===== src/rtl/lb_mailbox_tx.sv =====
// lb_mailbox_tx
// Device-side LB slave. The CPU writes words over the LB into an outbound
// FIFO, and a local consumer drains that FIFO through a valid/ready stream.
// The STATUS, CTRL and SCRATCH registers can be read back over the LB.
//
// Ports:
//   lb_clk          - the only clock
//   rst_n           - synchronous, active-low reset
//   bus_addr        - LB byte offset; [3:2] selects TXDATA/STATUS/CTRL/SCRATCH
//   bus_wdata       - LB write data, lane-aligned to the addressed bytes
//   bus_write_width - 00 byte, 01 half, 1x word
//   wsel            - one-cycle write strobe for this slave
//   rdata           - combinational read data for the current bus_addr
//   out_valid       - FIFO head valid (gated by CTRL.EN)
//   out_data        - FIFO head word (registered)
//   out_ready       - consumer accepts the head word
//   irq             - level interrupt; constant 0 unless enabled
//
// Optional feature: define LB_MAILBOX_TX_IRQ_EN to enable the registered
// threshold interrupt (EN && level <= THRESH), mirrored on STATUS[11].

module lb_mailbox_tx #(
    parameter int DEPTH        = 4,
    parameter int OFFSET_WIDTH = 4
) (
    input  logic                    lb_clk,
    input  logic                    rst_n,
    input  logic [OFFSET_WIDTH-1:0] bus_addr,
    input  logic [31:0]             bus_wdata,
    input  logic [1:0]              bus_write_width,
    input  logic                    wsel,
    output logic [31:0]             rdata,
    output logic                    out_valid,
    output logic [31:0]             out_data,
    input  logic                    out_ready,
    output logic                    irq
);

    localparam int IDX_W = $clog2(DEPTH);
    localparam int PTR_W = IDX_W + 1;

    logic [PTR_W-1:0] wr_ptr_q, wr_ptr_d;
    logic [PTR_W-1:0] rd_ptr_q, rd_ptr_d;
    logic [31:0]      mem_q [DEPTH];
    logic [31:0]      out_data_q, out_data_d;
    logic [31:0]      scratch_q, scratch_d;
    logic             en_q, en_d;
    logic [3:0]       thresh_q, thresh_d;
    logic             ovf_q, ovf_d;

    logic [1:0]       reg_sel;
    logic [3:0]       lane_en;
    logic [31:0]      bit_mask;
    logic [31:0]      masked_wdata;
    logic             wr_tx, wr_status, wr_ctrl, wr_scratch;
    logic             flush;
    logic [PTR_W-1:0] level;
    logic [4:0]       level5;
    logic             empty, full;
    logic             pop, push_ok;
    logic             irq_bit;

    assign reg_sel = bus_addr[3:2];

    // Byte lanes touched by this write, from width and the low address bits.
    always_comb begin
        lane_en = 4'b0000;
        unique case (bus_write_width)
            2'b00:   lane_en[bus_addr[1:0]] = 1'b1;
            2'b01:   lane_en = bus_addr[1] ? 4'b1100 : 4'b0011;
            default: lane_en = 4'b1111;
        endcase
    end

    assign bit_mask     = {{8{lane_en[3]}}, {8{lane_en[2]}}, {8{lane_en[1]}}, {8{lane_en[0]}}};
    assign masked_wdata = bus_wdata & bit_mask;

    assign wr_tx      = wsel && (reg_sel == 2'd0);
    assign wr_status  = wsel && (reg_sel == 2'd1);
    assign wr_ctrl    = wsel && (reg_sel == 2'd2);
    assign wr_scratch = wsel && (reg_sel == 2'd3);

    // Every CTRL field lives in byte lane 0, so only writes covering lane 0 matter.
    assign flush = wr_ctrl && lane_en[0] && bus_wdata[1];

    assign level  = wr_ptr_q - rd_ptr_q;
    assign level5 = 5'(level);
    assign empty  = (wr_ptr_q == rd_ptr_q);
    assign full   = (wr_ptr_q[PTR_W-1] != rd_ptr_q[PTR_W-1]) &&
                    (wr_ptr_q[IDX_W-1:0] == rd_ptr_q[IDX_W-1:0]);

    assign out_valid = en_q && !empty;
    assign out_data  = out_data_q;
    assign pop       = out_valid && out_ready;
    // A full FIFO still accepts a push when the head leaves in the same cycle.
    assign push_ok   = wr_tx && (!full || pop);

    // Next-state logic for pointers, registers and the registered head word.
    always_comb begin
        wr_ptr_d   = wr_ptr_q;
        rd_ptr_d   = rd_ptr_q;
        ovf_d      = ovf_q;
        en_d       = en_q;
        thresh_d   = thresh_q;
        scratch_d  = scratch_q;
        out_data_d = out_data_q;

        // Flush beats a simultaneous pop; it can never coincide with a push.
        if (flush) begin
            rd_ptr_d = wr_ptr_q;
        end else if (pop) begin
            rd_ptr_d = rd_ptr_q + PTR_W'(1);
        end

        if (push_ok) begin
            wr_ptr_d = wr_ptr_q + PTR_W'(1);
        end

        if (wr_tx && full && !pop) begin
            ovf_d = 1'b1;
        end else if (wr_status && bus_wdata[10]) begin
            ovf_d = 1'b0;
        end

        if (wr_ctrl && lane_en[0]) begin
            en_d     = bus_wdata[0];
            thresh_d = bus_wdata[7:4];
        end

        if (wr_scratch) begin
            scratch_d = (scratch_q & ~bit_mask) | masked_wdata;
        end

        // The next head may be the word being written right now (push into an
        // empty FIFO, or push+pop at level 1); memory is not updated yet then.
        if (wr_ptr_d == rd_ptr_d) begin
            out_data_d = '0;
        end else if (push_ok && (rd_ptr_d[IDX_W-1:0] == wr_ptr_q[IDX_W-1:0])) begin
            out_data_d = masked_wdata;
        end else begin
            out_data_d = mem_q[rd_ptr_d[IDX_W-1:0]];
        end
    end

    always_ff @(posedge lb_clk) begin
        if (!rst_n) begin
            wr_ptr_q   <= '0;
            rd_ptr_q   <= '0;
            ovf_q      <= 1'b0;
            en_q       <= 1'b0;
            thresh_q   <= '0;
            scratch_q  <= '0;
            out_data_q <= '0;
        end else begin
            wr_ptr_q   <= wr_ptr_d;
            rd_ptr_q   <= rd_ptr_d;
            ovf_q      <= ovf_d;
            en_q       <= en_d;
            thresh_q   <= thresh_d;
            scratch_q  <= scratch_d;
            out_data_q <= out_data_d;
        end
    end

    // Storage needs no reset: the pointers alone decide which entries are live.
    always_ff @(posedge lb_clk) begin
        if (push_ok) begin
            mem_q[wr_ptr_q[IDX_W-1:0]] <= masked_wdata;
        end
    end

`ifdef LB_MAILBOX_TX_IRQ_EN
    logic irq_q, irq_d;

    assign irq_d = en_q && (level5 <= {1'b0, thresh_q});

    always_ff @(posedge lb_clk) begin
        if (!rst_n) begin
            irq_q <= 1'b0;
        end else begin
            irq_q <= irq_d;
        end
    end

    assign irq     = irq_q;
    assign irq_bit = irq_q;
`else
    assign irq     = 1'b0;
    assign irq_bit = 1'b0;
`endif

    // Reads have no side effects; TXDATA shows the head word even while EN=0.
    always_comb begin
        rdata = '0;
        unique case (reg_sel)
            2'd0:    rdata = empty ? 32'd0 : out_data_q;
            2'd1:    rdata = {20'd0, irq_bit, ovf_q, full, empty, 3'd0, level5};
            2'd2:    rdata = {24'd0, thresh_q, 3'd0, en_q};
            default: rdata = scratch_q;
        endcase
    end

endmodule


===== config.mk =====
export PLATFORM = sky130hd
export DESIGN_NAME = lb_mailbox_tx
export DESIGN_NICKNAME = d
export VERILOG_FILES = /design/src/rtl/lb_mailbox_tx.sv
export SDC_FILE = /design/constraint.sdc
export NUM_CORES = 1
export LEC_CHECK = 0
export ABC_AREA = 1
export BUFFER_PORTS_ARGS = -buffer_cell sky130_fd_sc_hd__buf_4
export CAP_MARGIN = 20
export CORE_MARGIN = 2
export CORE_UTILIZATION = 53
export CTS_CLUSTER_DIAMETER = 80
export CTS_CLUSTER_SIZE = 40
export DETAILED_ROUTE_END_ITERATION = 6
export PLACE_DENSITY_LB_ADDON = 0.1
export SLEW_MARGIN = 5
export SYNTH_ARGS = -nofsm -noshare
export SYNTH_HDL_FRONTEND = slang
export SYNTH_SLANG_ARGS = --single-unit

===== constraint.sdc =====
create_clock -name lb_clk -period 2.8 [get_ports lb_clk]
set_input_delay 0.56 -clock lb_clk [delete_from_list [all_inputs] [get_ports lb_clk]]
set_output_delay 0.56 -clock lb_clk [all_outputs]
set_load 0.05 [all_outputs]

== Word-level counts from Yosys, hierarchy flattened ==
Memories as Yosys holds them, arrays and structs flattened. A register that Yosys moved wholly into a read port is not among the register bits.
Index checks and enable logic that the tools add are counted.

* Add/sub/neg operators: 3
* Magnitude comparators: 2
* Equality and inequality tests: 8
* Mux-type cells: 13
* Bitwise operators: 5
* Reductions and logical operators: 22

{| class="wikitable"
|+ Operators with widths
! operator !! number
|-
| one-hot mux 32 bit (3 select lines) || 1
|-
| AND 32 bit || 2
|-
| 2-to-1 mux 32 bit || 1
|-
| NOT 32 bit || 1
|-
| OR 32 bit || 1
|-
| logical AND 1 bit || 14
|-
| 2-to-1 mux 3 bit || 3
|-
| one-hot mux 4 bit (2 select lines) || 1
|-
| adder 3 x 1 -> 3 bit (second input constant) || 2
|-
| equality test 3 bit || 2
|-
| 2-to-1 mux 1 bit || 5
|-
| equality test 2 x 1 -> 1 bit (second input constant) || 2
|-
| equality test 2 bit (second input constant) || 2
|-
| logical NOT 2 bit || 2
|-
| 2-to-1 mux 4 bit || 1
|-
| logical NOT 1 bit || 3
|-
| < comparator 2 x 3 -> 1 bit (second input constant) || 1
|-
| subtractor 3 bit || 1
|-
| demux 1 bit (select 2 bit) || 1
|-
| equality test 2 bit || 1
|-
| >= comparator 2 x 1 -> 1 bit (second input constant) || 1
|-
| nonzero test 2 bit || 1
|-
| OR reduction 2 bit || 1
|-
| logical OR 1 bit || 1
|-
| 2 further kinds || 2
|}

* Register bits after elaboration: 44
* Bits in writable memories: 128
* Input port bits: 42
* Output and inout bits: 66
* Word-level logic and storage cells: 60
* Memories: 1

{| class="wikitable"
|+ Memories
! memory !! depth !! width !! read ports !! clocked after Yosys merged registers in !! write ports !! RTL line !! RTL
|-
| mem_q || 4 || 32 || 1 || 1 || 1 || 44 || <nowiki>logic [31:0] mem_q [DEPTH];</nowiki>
|}

== Longest topological paths before layout ==
Gate-level depths: netlist of the first run.

* Depth after elaboration: 10
* Mapped depth: 17

== Worst setup path after synthesis of the first run ==
Ideal clock, no wire load.

* Kind: flip-flop to flip-flop
* From: register wr_ptr_q[0]
* To: memory mem_q[0][0] (enable)
* Setup time: 0.421 ns
* Arrival time: 2.583 ns
* Required time: 2.379 ns
* Path slack: -0.204 ns
* Cell stages (with the launch flop): 8
* Buffers on the path: 0
* Path through: dfxtp_1 > inv_1 > ha_1 > nand2_1 > inv_1 > o211ai_2 > nand2_4 > nor2_1

* Longest elaborated chain between the ends: 8
* Elaborated cells on any way between the ends: 11
* Classes of those cells: eq/ne: 2; mux: 2; reduce/logical: 7

{| class="wikitable"
|+ Ends and longest elaborated chain
! what !! RTL line !! RTL
|-
| from (decl) || 42 || <nowiki>logic [PTR_W-1:0] wr_ptr_q, wr_ptr_d;</nowiki>
|-
| from (signal assigned) || 155 || <nowiki>wr_ptr_q <= wr_ptr_d;</nowiki>
|-
| equality test 3 bit || 88 || <nowiki>assign empty = (wr_ptr_q == rd_ptr_q);</nowiki>
|-
| logical NOT 1 bit || 92 || <nowiki>assign out_valid = en_q && !empty;</nowiki>
|-
| logical AND 1 bit || 92 ||
|-
| logical AND 1 bit || 94 || <nowiki>assign pop = out_valid && out_ready;</nowiki>
|-
| logical OR 1 bit || 96 || <nowiki>assign push_ok = wr_tx && (!full || pop);</nowiki>
|-
| logical AND 1 bit || 96 ||
|-
| 2-to-1 mux 1 bit || 167 || <nowiki>if (push_ok) begin</nowiki>
|-
| 2-to-1 mux 1 bit (implied by the code) || 168 || <nowiki>mem_q[wr_ptr_q[IDX_W-1:0]] <= masked_wdata;</nowiki>
|-
| to (decl) || 44 ||
|}

Parallel ways exist; a longest one is shown, timed or not.

== Worst setup path in the final report of the first run ==
* From: register wr_ptr_q[0]
* To: output port rdata[31]

* Longest elaborated chain between the ends: 3

{| class="wikitable"
|+ Ends and longest elaborated chain
! what !! RTL line !! RTL
|-
| equality test 3 bit || 88 ||
|-
| 2-to-1 mux 32 bit || 196 || <nowiki>2'd0: rdata = empty ? 32'd0 : out_data_q;</nowiki>
|-
| one-hot mux 32 bit (3 select lines) || 195 || <nowiki>unique case (reg_sel)</nowiki>
|-
| to (decl) || 32 || <nowiki>output logic [31:0] rdata,</nowiki>
|}

Every way passes these cells.

==> qor.txt, run 1 <==
status - finished clean
setup bufs post-CTS - 0
ys flop type - edfxtp_1
Worst-Margin Slew - 575.6 ps
commonest non-fill, non-tap cell in the layout - nand2_1
drt pass-1 iters - 5
Avg Synthesized Cell Area - 8.585 um2
die height - 138.2 um
Worst EP required - 2240 ps
Logic pwr share - 0.182
Clock Path Buffers - 3
Post-synth ARST share - 0
CTS tree - built
DR vias/cell - 5.263
synth top area cells - edfxtp_1 40%, dfxtp_1 16%, nand2_1 12%, inv_1 7.8%, nand3_1 7.8%
Yosys Warn Count - 0
# rows - 49
total grt overflow - 0
Worst Hold Class - in -> reg
Final Hold Vio Count - 0
worst hold slack - 338.7 ps
CP arrival - 2140 ps
Finished Core Util - 0.6196
area delta synth->final - 15.79%
final slew viol count - 0
max incr delay on CP - 350 ps
Leakage - 5.070 nW
share of cells above drive strength 1 - 0.1554
diodes inserted - 0
startpoint types - flip-flop
worst skew pair latency - 480 ps
FMAX - 0.3710 GHz
synthesized flop and latch total - 204
GR Util All Layers - 0.2628
fill cell total of the finished layout - 1576
Reg power frac - 0.532
vias in the first global route - 7143
GR peak layer - met2
Switching Share - 0.2985
fin nets - 1262
WL per Instance - 17.45 um
Iteration-0 DRC Markers - 530
Cells after Synth - 1112
Setup WS post-layout - 104.7 ps
cell family with most CP delay - buffers and inverters
Setup crit end kind - output port
max capacitance violation total - 0
clock share of power - 0.286
crit path kind - reg -> out
Cell Area, Synth - 0.009547 mm2
initial antenna violation count - 0
biggest area consumer among synthesized cells - edfxtp_1
pin count of the biggest net entering global routing - 66
Setup TNS - 0 ps
Final Cycle Share - 0.9626
global-route wire length before repair - 39230 um
post-placement cell count - 1428
CTS Sinks - 204
skew final - 26.68 ps
starting density of the core - 0.5351
relative slew slack - 0.6163
die area - 0.01910 mm2
IO Count - 108
Routed Antenna Nets - 0
Distinct cells, synth - 35
syn_nets - 1162
Power Internal - 0.004424 W
EDFF count, synth - 128
CTS H-tree lvls - 1
fin cells - 1445
M3 GR Usage - 0.03256
Die Wd - 138.2 um
gp weighted congestion - 0.8959
met2 Track Usage GR - 0.4719
Setup Slack @ Placement - 216.1 ps
worst vdd ir - 0.5528 mV
Cell Pwr Density - 570.5 mW/mm2
CTS Buf Count - 11
core box area - 0.01784 mm2
met1 Resource Use GR - 0.3337
final setup fails - 0
DRC viols - 0
cts repair resizes - 4
CP Buf/Inv Count - 4
slowest CP cell - dfxtp_1
commonest cells after routing, fill and taps aside - 303 x nand2_1, 198 x inv_1, 149 x nand3_1
Clock Tree Root - clkbuf_16
sw power - 0.001883 W
RSZ-0062 raised after global routing - yes
Buffers on Ports - 106
fin crit period - 2695 ps
Detailed Place HPWL - 16110 um
area share of the largest cell type after synthesis - 0.4026
largest fanout on the critical path - 16
CTS Hold Bufs - 0
clk slew on worst S/H paths - 130 ps
vias - 7605
final WL - 25220 um
Seq/Total Area, Yosys - 0.5620
cells along the critical path - inv_1 > ha_1 > nand2_1 > inv_2 > nand3_4 > buf_6 > a32o_1 > buf_4
==> final cells by class <==
type / count / area (um2) / share of cell area
clock buffers: 12 / 279.0 / 0.02524
clock inverters: 5 / 66.31 / 0.005999
inverters: 207 / 777.0 / 0.07029
multi-input cells: 650 / 3100 / 0.2805
flip-flops and latches: 204 / 5368 / 0.4856
well taps: 229 / 286.5 / 0.02592
repair buffers: 138 / 1177 / 0.1065
==> worst paths after layout <==
path              cells past startpoint          from  slack [ps]           end
setup / recovery                      8   wr_ptr_q[0]         100     rdata[31]
hold / removal                        3  bus_wdata[9]         340     flip-flop
setup reg to reg                     14   wr_ptr_q[0]         340  out_data[16]
hold reg to reg                       2   thresh_q[3]         470   thresh_q[3]
==> tightest hold or removal path: cells and delay by family <==
kind	cells	cell delay [ps]
buffers and inverters	1	110
AOI/OAI and AO/OA	1	50
and+or+nand+nor	1	50
==> power groups by stage <==
stage	clock, W	combinational (W)	sequential [W]
after floorplan	0	0.000582	0.00359
after global placement	0	0.00112	0.00342
after detailed placement	0	0.00113	0.00342
after CTS	0.00184	0.00114	0.00336
after global routing	0.00195	0.00123	0.00337
final	0.00180	0.00115	0.00336
==> cells in the mapped netlist (2+ instances only) <==
cell type  instances
inv_2              5
dfxtp_1           76
buf_6             13
nor2_1            78
clkinv_1           3
nand2_2            5
inv_1            199
nand3_2            2
nor2_2             5
xor2_1             3
edfxtp_1         128
or2_2              2
a21oi_1           41
o21ai_0            5
clkbuf_1          16
ha_1               7
nand2_1          305
nand3_1          149
nand4_1            7
a32o_1            22
a31oi_1            2
o211ai_1           7
buf_2             14
buf_4              7
==> per-stage QoR <==
step | total power [W] | cell area (um2)
final | 0.006307 | 11050
after floorplan | 0.004170 | 9547
after global routing | 0.006548 | 11050
after CTS | 0.006332 | 11030
after detailed placement | 0.004555 | 10680
after global placement | 0.004542 | 10680
==> routing by layer <==
metal  part of all wire  wire, um
met1               0.40     10170
met2               0.51     12850
met3              0.063      1585
met4              0.025       620
met5                  0         0
==> logic make-up (layout without fill, tap and decap cells) <==
family / Yosys count / after routing / synth area share
compound gates: 79 / 79 / 0.05596
xor+xnor: 4 / 4 / 0.003670
fa+ha+maj: 8 / 8 / 0.01127
buf+inv: 258 / 362 / 0.1163
flops: 204 / 204 / 0.5620
other cells: 1 / 1 / 0.0003928
simple gates: 558 / 558 / 0.2505
No activity file was read; power rests on OpenSTA's default activity.
==> inputs of run 2 (changes only) <==
--- a/config.mk
+++ b/config.mk
@@ -6,8 +6,9 @@
 export NUM_CORES = 1
 export LEC_CHECK = 0
 export ABC_AREA = 1
-export BUFFER_PORTS_ARGS = -buffer_cell sky130_fd_sc_hd__buf_4
+export BUFFER_PORTS_ARGS = -buffer_cell sky130_fd_sc_hd__buf_2
 export CAP_MARGIN = 20
+export CORE_ASPECT_RATIO = 1.4
 export CORE_MARGIN = 2
 export CORE_UTILIZATION = 53
 export CTS_CLUSTER_DIAMETER = 80
==> qor.txt, run 2 (same netlist as run 1, synthesis figures left out) <==
relative slew slack - 0.6520 (+0.03576)
sw power - 0.001951 W (+3.7%)
fill cell total of the finished layout - 1569 (-0.44%)
DRC viols - 0 (unchanged)
final instance area - 0.01090 mm2 (-1.4%)
Power Internal - 0.004391 W (-0.76%)
FMAX - 0.3682 GHz (-0.77%)
final setup fails - 0 (unchanged)
GR Util All Layers - 0.2688 (+0.005967)
largest fanout on the critical path - 33 (+17)
commonest cells after routing, fill and taps aside - 303 x nand2_1, 198 x inv_1, 149 x nand3_1
WL per Instance - 17.52 um (+0.37%)
startpoint types - flip-flop
crit path kind - reg -> out
diodes inserted - 0 (unchanged)
setup bufs post-CTS - 0 (unchanged)
gp weighted congestion - 0.8549 (-4.6%)
core box area - 0.01778 mm2 (-0.34%)
initial antenna violation count - 0 (unchanged)
Switching Share - 0.3077 (+0.009206)
total grt overflow - 0 (unchanged)
Worst-Margin Slew - 521.9 ps (-53.64 ps)
vias - 7728 (+1.6%)
area delta synth->final - 14.18%
cell family with most CP delay - buffers and inverters
status - finished clean
CP arrival - 2160 ps (+20 ps)
slowest CP cell - dfxtp_1
Clock Path Buffers - 3 (unchanged)
# rows - 58 (+18%)
drt pass-1 iters - 5 (unchanged)
Worst EP required - 2240 ps (about the same)
Worst Hold Class - in -> reg
Logic pwr share - 0.171 (-0.011)
Clock Tree Root - clkbuf_16
max capacitance violation total - 0 (unchanged)
Setup crit end kind - output port
fin nets - 1263 (+0.079%)
dpl cell area - 0.01044 mm2 (-2.2%)
Setup Slack @ Placement - 143.8 ps (-72.26 ps)
Routed Antenna Nets - 0 (unchanged)
global-route wire length before repair - 39900 um (+1.7%)
fin crit period - 2716 ps (+20.96 ps)
RSZ-0062 raised after global routing - yes
die height - 162.8 um (+18%)
skew final - 41.81 ps (+15.14 ps)
Setup TNS - 0 ps (unchanged)
Final Cycle Share - 0.9701 (+0.007486)
Finished Core Util - 0.6131 (-0.006520)
Reg power frac - 0.529 (-0.003)
clock share of power - 0.299 (+0.013)
CTS H-tree lvls - 1 (unchanged)
CTS Buf Count - 11 (unchanged)
commonest non-fill, non-tap cell in the layout - nand2_1
starting density of the core - 0.5369 (+0.001845)
worst vdd ir - 0.6456 mV (+17%)
IO Count - 108 (unchanged)
CTS Sinks - 204 (unchanged)
Final Hold Vio Count - 0 (unchanged)
Detailed Place HPWL - 16380 um (+1.7%)
Buffers on Ports - 106 (unchanged)
Cell Pwr Density - 581.8 mW/mm2 (+2.0%)
share of cells above drive strength 1 - 0.1578 (+0.002337)
final slew viol count - 0 (unchanged)
clk slew on worst S/H paths - 130 ps (about the same)
cells along the critical path - inv_1 > ha_1 > nand2_1 > inv_2 > nand3_4 > buf_12 > a32o_1 > buf_4
die area - 0.01912 mm2 (about the same)
Setup WS post-layout - 83.73 ps (-20.96 ps)
CTS Hold Bufs - 0 (unchanged)
Iteration-0 DRC Markers - 653 (+23%)
vias in the first global route - 7437 (+4.1%)
CP Buf/Inv Count - 4 (unchanged)
DR vias/cell - 5.304 (+0.78%)
final WL - 25530 um (+1.2%)
max incr delay on CP - 350 ps (about the same)
Leakage - 5.061 nW (-0.17%)
pin count of the biggest net entering global routing - 41 (-38%)
CTS tree - built
worst skew pair latency - 490 ps (about the same)
Die Wd - 117.4 um (-15%)
run 2: cell types whose count changed in the layout (fill, tap and decap cells not counted), moves of 4 or more:
cell | before | now
buf_4 | 126 | 33
nor2_2 | 9 | 5
nor2_4 | 1 | 5
buf_2 | 0 | 91
run 2: final timing paths:
path,start,end,slack (ps),cells past startpoint
max reg2reg,wr_ptr_q[0],out_data[2],240,15
min reg2reg,thresh_q[0],thresh_q[0],460,2
max,wr_ptr_q[0],rdata[27],80,8
min,bus_wdata[23],flip-flop,320,3
run 2: final cells by class:
cell class / count / area, um2 / share of cell area
Clock buffer: 11 / 275.3 / 0.02525
Clock inverter: 6 / 106.4 / 0.009757
Inverter: 207 / 779.5 / 0.07151
Multi-Input combinational cell: 650 / 3117 / 0.2859
Sequential cell: 204 / 5370 / 0.4927
Tap cell: 240 / 300.3 / 0.02755
Timing Repair Buffer: 139 / 952.2 / 0.08735
run 2: power by group through the flow:
stage | Combinational, W | Sequential [W] | Clock [W]
3_5_place_dp | 0.00107 | 0.00342 | 0
2_1_floorplan | 0.000582 | 0.00359 | 0
4_1_cts | 0.00108 | 0.00336 | 0.00193
5_1_grt | 0.00118 | 0.00337 | 0.00203
3_3_place_gp | 0.00106 | 0.00342 | 0
6_report | 0.00109 | 0.00336 | 0.00190
run 2: tightest hold or removal path, delay by kind of cell:
kind	cells	cell delay [ps]
buffers and inverters	1	110
and+or+nand+nor	1	60
AOI/OAI and AO/OA	1	60
run 2: layer usage:
| metal | track usage | wire length (um) | vias to the layer above |
|---|---|---|---|
| met4 | 0.09803 | 711 | 0 |
| li1 | - | - | 3734 |
| met1 | 0.3368 | 10370 | 3641 |
| met5 | 0 | 0 | - |
| met3 | 0.03676 | 1859 | 54 |
| met2 | 0.4766 | 12580 | 299 |
run 2: metrics by stage:
| stage | cells | hold slack (ps) | total power (W) |
|---|---|---|---|
| 2_1_floorplan | 1112 | 430.1 | 0.004170 |
| 3_3_place_gp | 1440 | 439.4 | 0.004482 |
| 3_5_place_dp | 1440 | 444.0 | 0.004492 |
| 4_1_cts | 1457 | 311.7 | 0.006373 |
| 5_1_grt | 1457 | 307.9 | 0.006576 |
| 6_report | 1457 | 318.3 | 0.006342 |
run 2: repair_timing:
item / CTS / global route
endpoints found under the setup margin: 32 / 36
cloned: 0 / 0
resized for setup: 11 / 27
==> inputs of run 3 (changes only) <==
--- a/config.mk
+++ b/config.mk
@@ -5,12 +5,11 @@
 export SDC_FILE = /design/constraint.sdc
 export NUM_CORES = 1
 export LEC_CHECK = 0
-export ABC_AREA = 1
 export BUFFER_PORTS_ARGS = -buffer_cell sky130_fd_sc_hd__buf_2
 export CAP_MARGIN = 20
 export CORE_ASPECT_RATIO = 1.4
 export CORE_MARGIN = 2
-export CORE_UTILIZATION = 53
+export CORE_UTILIZATION = 52
 export CTS_CLUSTER_DIAMETER = 80
 export CTS_CLUSTER_SIZE = 40
 export DETAILED_ROUTE_END_ITERATION = 6
==> qor.txt, run 3 <==
status - finished clean
DR vias/cell - 6.064 (+14%)
CP arrival - 2170 ps (about the same)
Post-synth ARST share - 0 (unchanged)
gp weighted congestion - 0.8922 (+4.4%)
WL per Instance - 22.69 um (+30%)
R2R cell count - 11 (-4)
core box area - 0.01682 mm2 (-5.4%)
Worst-Margin Slew - 638.4 ps (+116.4 ps)
final WL - 23940 um (-6.2%)
Worst Hold Class - in -> reg
Yosys Warn Count - 0 (unchanged)
Cells after Synth - 734 (-34%)
Buffers on Ports - 106 (unchanged)
commonest cells after routing, fill and taps aside - 128 x edfxtp_1, 84 x buf_2, 70 x dfxtp_1
total grt overflow - 0 (unchanged)
Clock Tree Root - clkbuf_16
Seq/Total Area, Yosys - 0.5998 (+0.03781)
worst vdd ir - 0.4834 mV (-25%)
final slew viol count - 0 (unchanged)
pin count of the biggest net entering global routing - 45 (+9.8%)
die height - 159.2 um (-2.2%)
worst skew pair latency - 490 ps (about the same)
final setup fails - 0 (unchanged)
worst hold slack - 305.2 ps (-13.15 ps)
area delta synth->final - 18.62%
GR Util All Layers - 0.2563 (-0.01244)
Synth top cells by count - 128 x edfxtp_1, 76 x dfxtp_1, 61 x nand2_1
Setup crit end kind - output port
Cell Area, Synth - 0.008945 mm2 (-6.3%)
Iteration-0 DRC Markers - 537 (-18%)
Avg Synthesized Cell Area - 12.19 um2 (+42%)
die area - 0.01828 mm2 (-4.4%)
Detailed Place HPWL - 15020 um (-8.3%)
crit path kind - reg -> out
Leakage - 3.857 nW (-24%)
reg-to-reg startpoint - wr_ptr_q[0]
commonest non-fill, non-tap cell in the layout - edfxtp_1
Worst EP required - 2240 ps (about the same)
DRC viols - 0 (unchanged)
syn_nets - 784 (-33%)
RSZ-0062 raised after global routing - yes
EDFF count, synth - 128 (unchanged)
clk slew on worst S/H paths - 130 ps (about the same)
CTS H-tree lvls - 1 (unchanged)
biggest area consumer among synthesized cells - edfxtp_1
fin nets - 898 (-29%)
dpl cell area - 0.009950 mm2 (-4.7%)
largest fanout on the critical path - 9 (-73%)
Finished Core Util - 0.6310 (+0.01786)
cell with the most instances after synthesis - edfxtp_1
Worst R2R End - out_data[22]
fin crit period - 2730 ps (+14.19 ps)
FMAX - 0.3662 GHz (-0.52%)
vias - 6398 (-17%)
synth top area cells - edfxtp_1 43%, dfxtp_1 17%, mux2i_1 4.4%, a2111oi_0 3.3%, a211oi_1 2.7%
Clock Path Buffers - 3 (unchanged)
vias in the first global route - 6519 (-12%)
initial antenna violation count - 0 (unchanged)
starting density of the core - 0.5319 (-0.005026)
CTS Hold Bufs - 0 (unchanged)
crit path launch - wr_ptr_q[0]
startpoint types - flip-flop
Final Hold Vio Count - 0 (unchanged)
final instance area - 0.01061 mm2 (-2.7%)
CTS Buf Count - 10 (-1)
Final Cycle Share - 0.9752 (+0.005067)
area share of the largest cell type after synthesis - 0.4297 (+0.02709)
drt pass-1 iters - 5 (unchanged)
CP Capture Point - rdata[7]
Cell Pwr Density - 547.6 mW/mm2 (-5.9%)
Routed Antenna Nets - 0 (unchanged)
CTS tree - built
global-route wire length before repair - 36250 um (-9.1%)
max capacitance violation total - 0 (unchanged)
relative slew slack - 0.5634 (-0.08862)
skew final - 38.04 ps (-3.777 ps)
Distinct cells, synth - 50 (+43%)
ys flop type - edfxtp_1
IO Count - 108 (unchanged)
# rows - 56 (-3.4%)
reg2reg setup slack - 120 ps (-120 ps)
CTS Sinks - 204 (unchanged)
synthesized flop and latch total - 204 (unchanged)
Die Wd - 114.8 um (-2.2%)
share of cells above drive strength 1 - 0.2723 (+0.1145)
diodes inserted - 0 (unchanged)
==> run 3: kinds of logic after synthesis <==
family / share of synthesized area
buffers and inverters: 0.04532
XOR/XNOR: 0.01343
other: 0.0004192
AO/OA/AOI/OAI: 0.1744
flip-flops: 0.5998
AND/OR/NAND/NOR: 0.1034
multiplexers: 0.05119
adder cells (fa/ha/maj): 0.01203
==> run 3: per-stage QoR <==
step / TNS (ps) / worst slack, ps / instances / total power, W
3_3_place_gp: -44.72 / -44.72 / 1032 / 0.004012
4_1_cts: 0 / 4.111 / 1051 / 0.005816
5_1_grt: -9.267 / -9.267 / 1055 / 0.005994
3_5_place_dp: 0 / 63.07 / 1032 / 0.004027
2_1_floorplan: 0 / 67.13 / 734 / 0.003792
6_report: 0 / 69.54 / 1055 / 0.005810
==> run 3: layout make-up <==
class                   count  area [um2]
inverters                  38       142.6
multi-input cells         438        3289
fillers                  1312        6206
well taps                 203       254.0
clock buffers              11       275.3
clock inverters             5       87.58
repair buffers            156        1186
flip-flops and latches    204        5375
==> run 3: worst max-delay path: stages, from the launching register on <==
cell	delay (ps)
dfxtp_2	360
inv_2	50
ha_4	290
nand2_4	60
nor2_4	150
nor3_2	50
buf_6	150
clkbuf_16	180
a22o_1	230
buf_6	160
==> run 3: report_power, final <==
part | total [W] | internal [W] | switching (W) | leakage (nW)
clock network | 0.00181 | 0.000780 | 0.00103 | 0.173
registers | 0.00330 | 0.00327 | 0.0000344 | 1.79
logic | 0.000701 | 0.000221 | 0.000479 | 1.90
==> run 3: worst min path at each step <==
stage                endpoint     startpoint  depth (start not counted)  slack [ps]
global placement    flip-flop      flip-flop                          2         450
finish              flip-flop  bus_wdata[11]                          3         310
global route        flip-flop  bus_wdata[11]                          3         310
floorplan           flip-flop      flip-flop                          2         440
CTS                 flip-flop  bus_wdata[11]                          3         300
detailed placement  flip-flop      flip-flop                          2         460
==> run 3: repair_timing <==
action,in CTS,in global routing
pin swaps,3,6
gates cloned,0,3
buffers inserted,3,1
setup endpoints to repair,29,60
gates resized for setup,18,53
==> run 3: layer usage <==
layer  global-route usage  share of wire
met1               0.3397           0.41
met2               0.4321           0.50
met3              0.04416          0.061
met4              0.07229          0.025
met5                    0              0
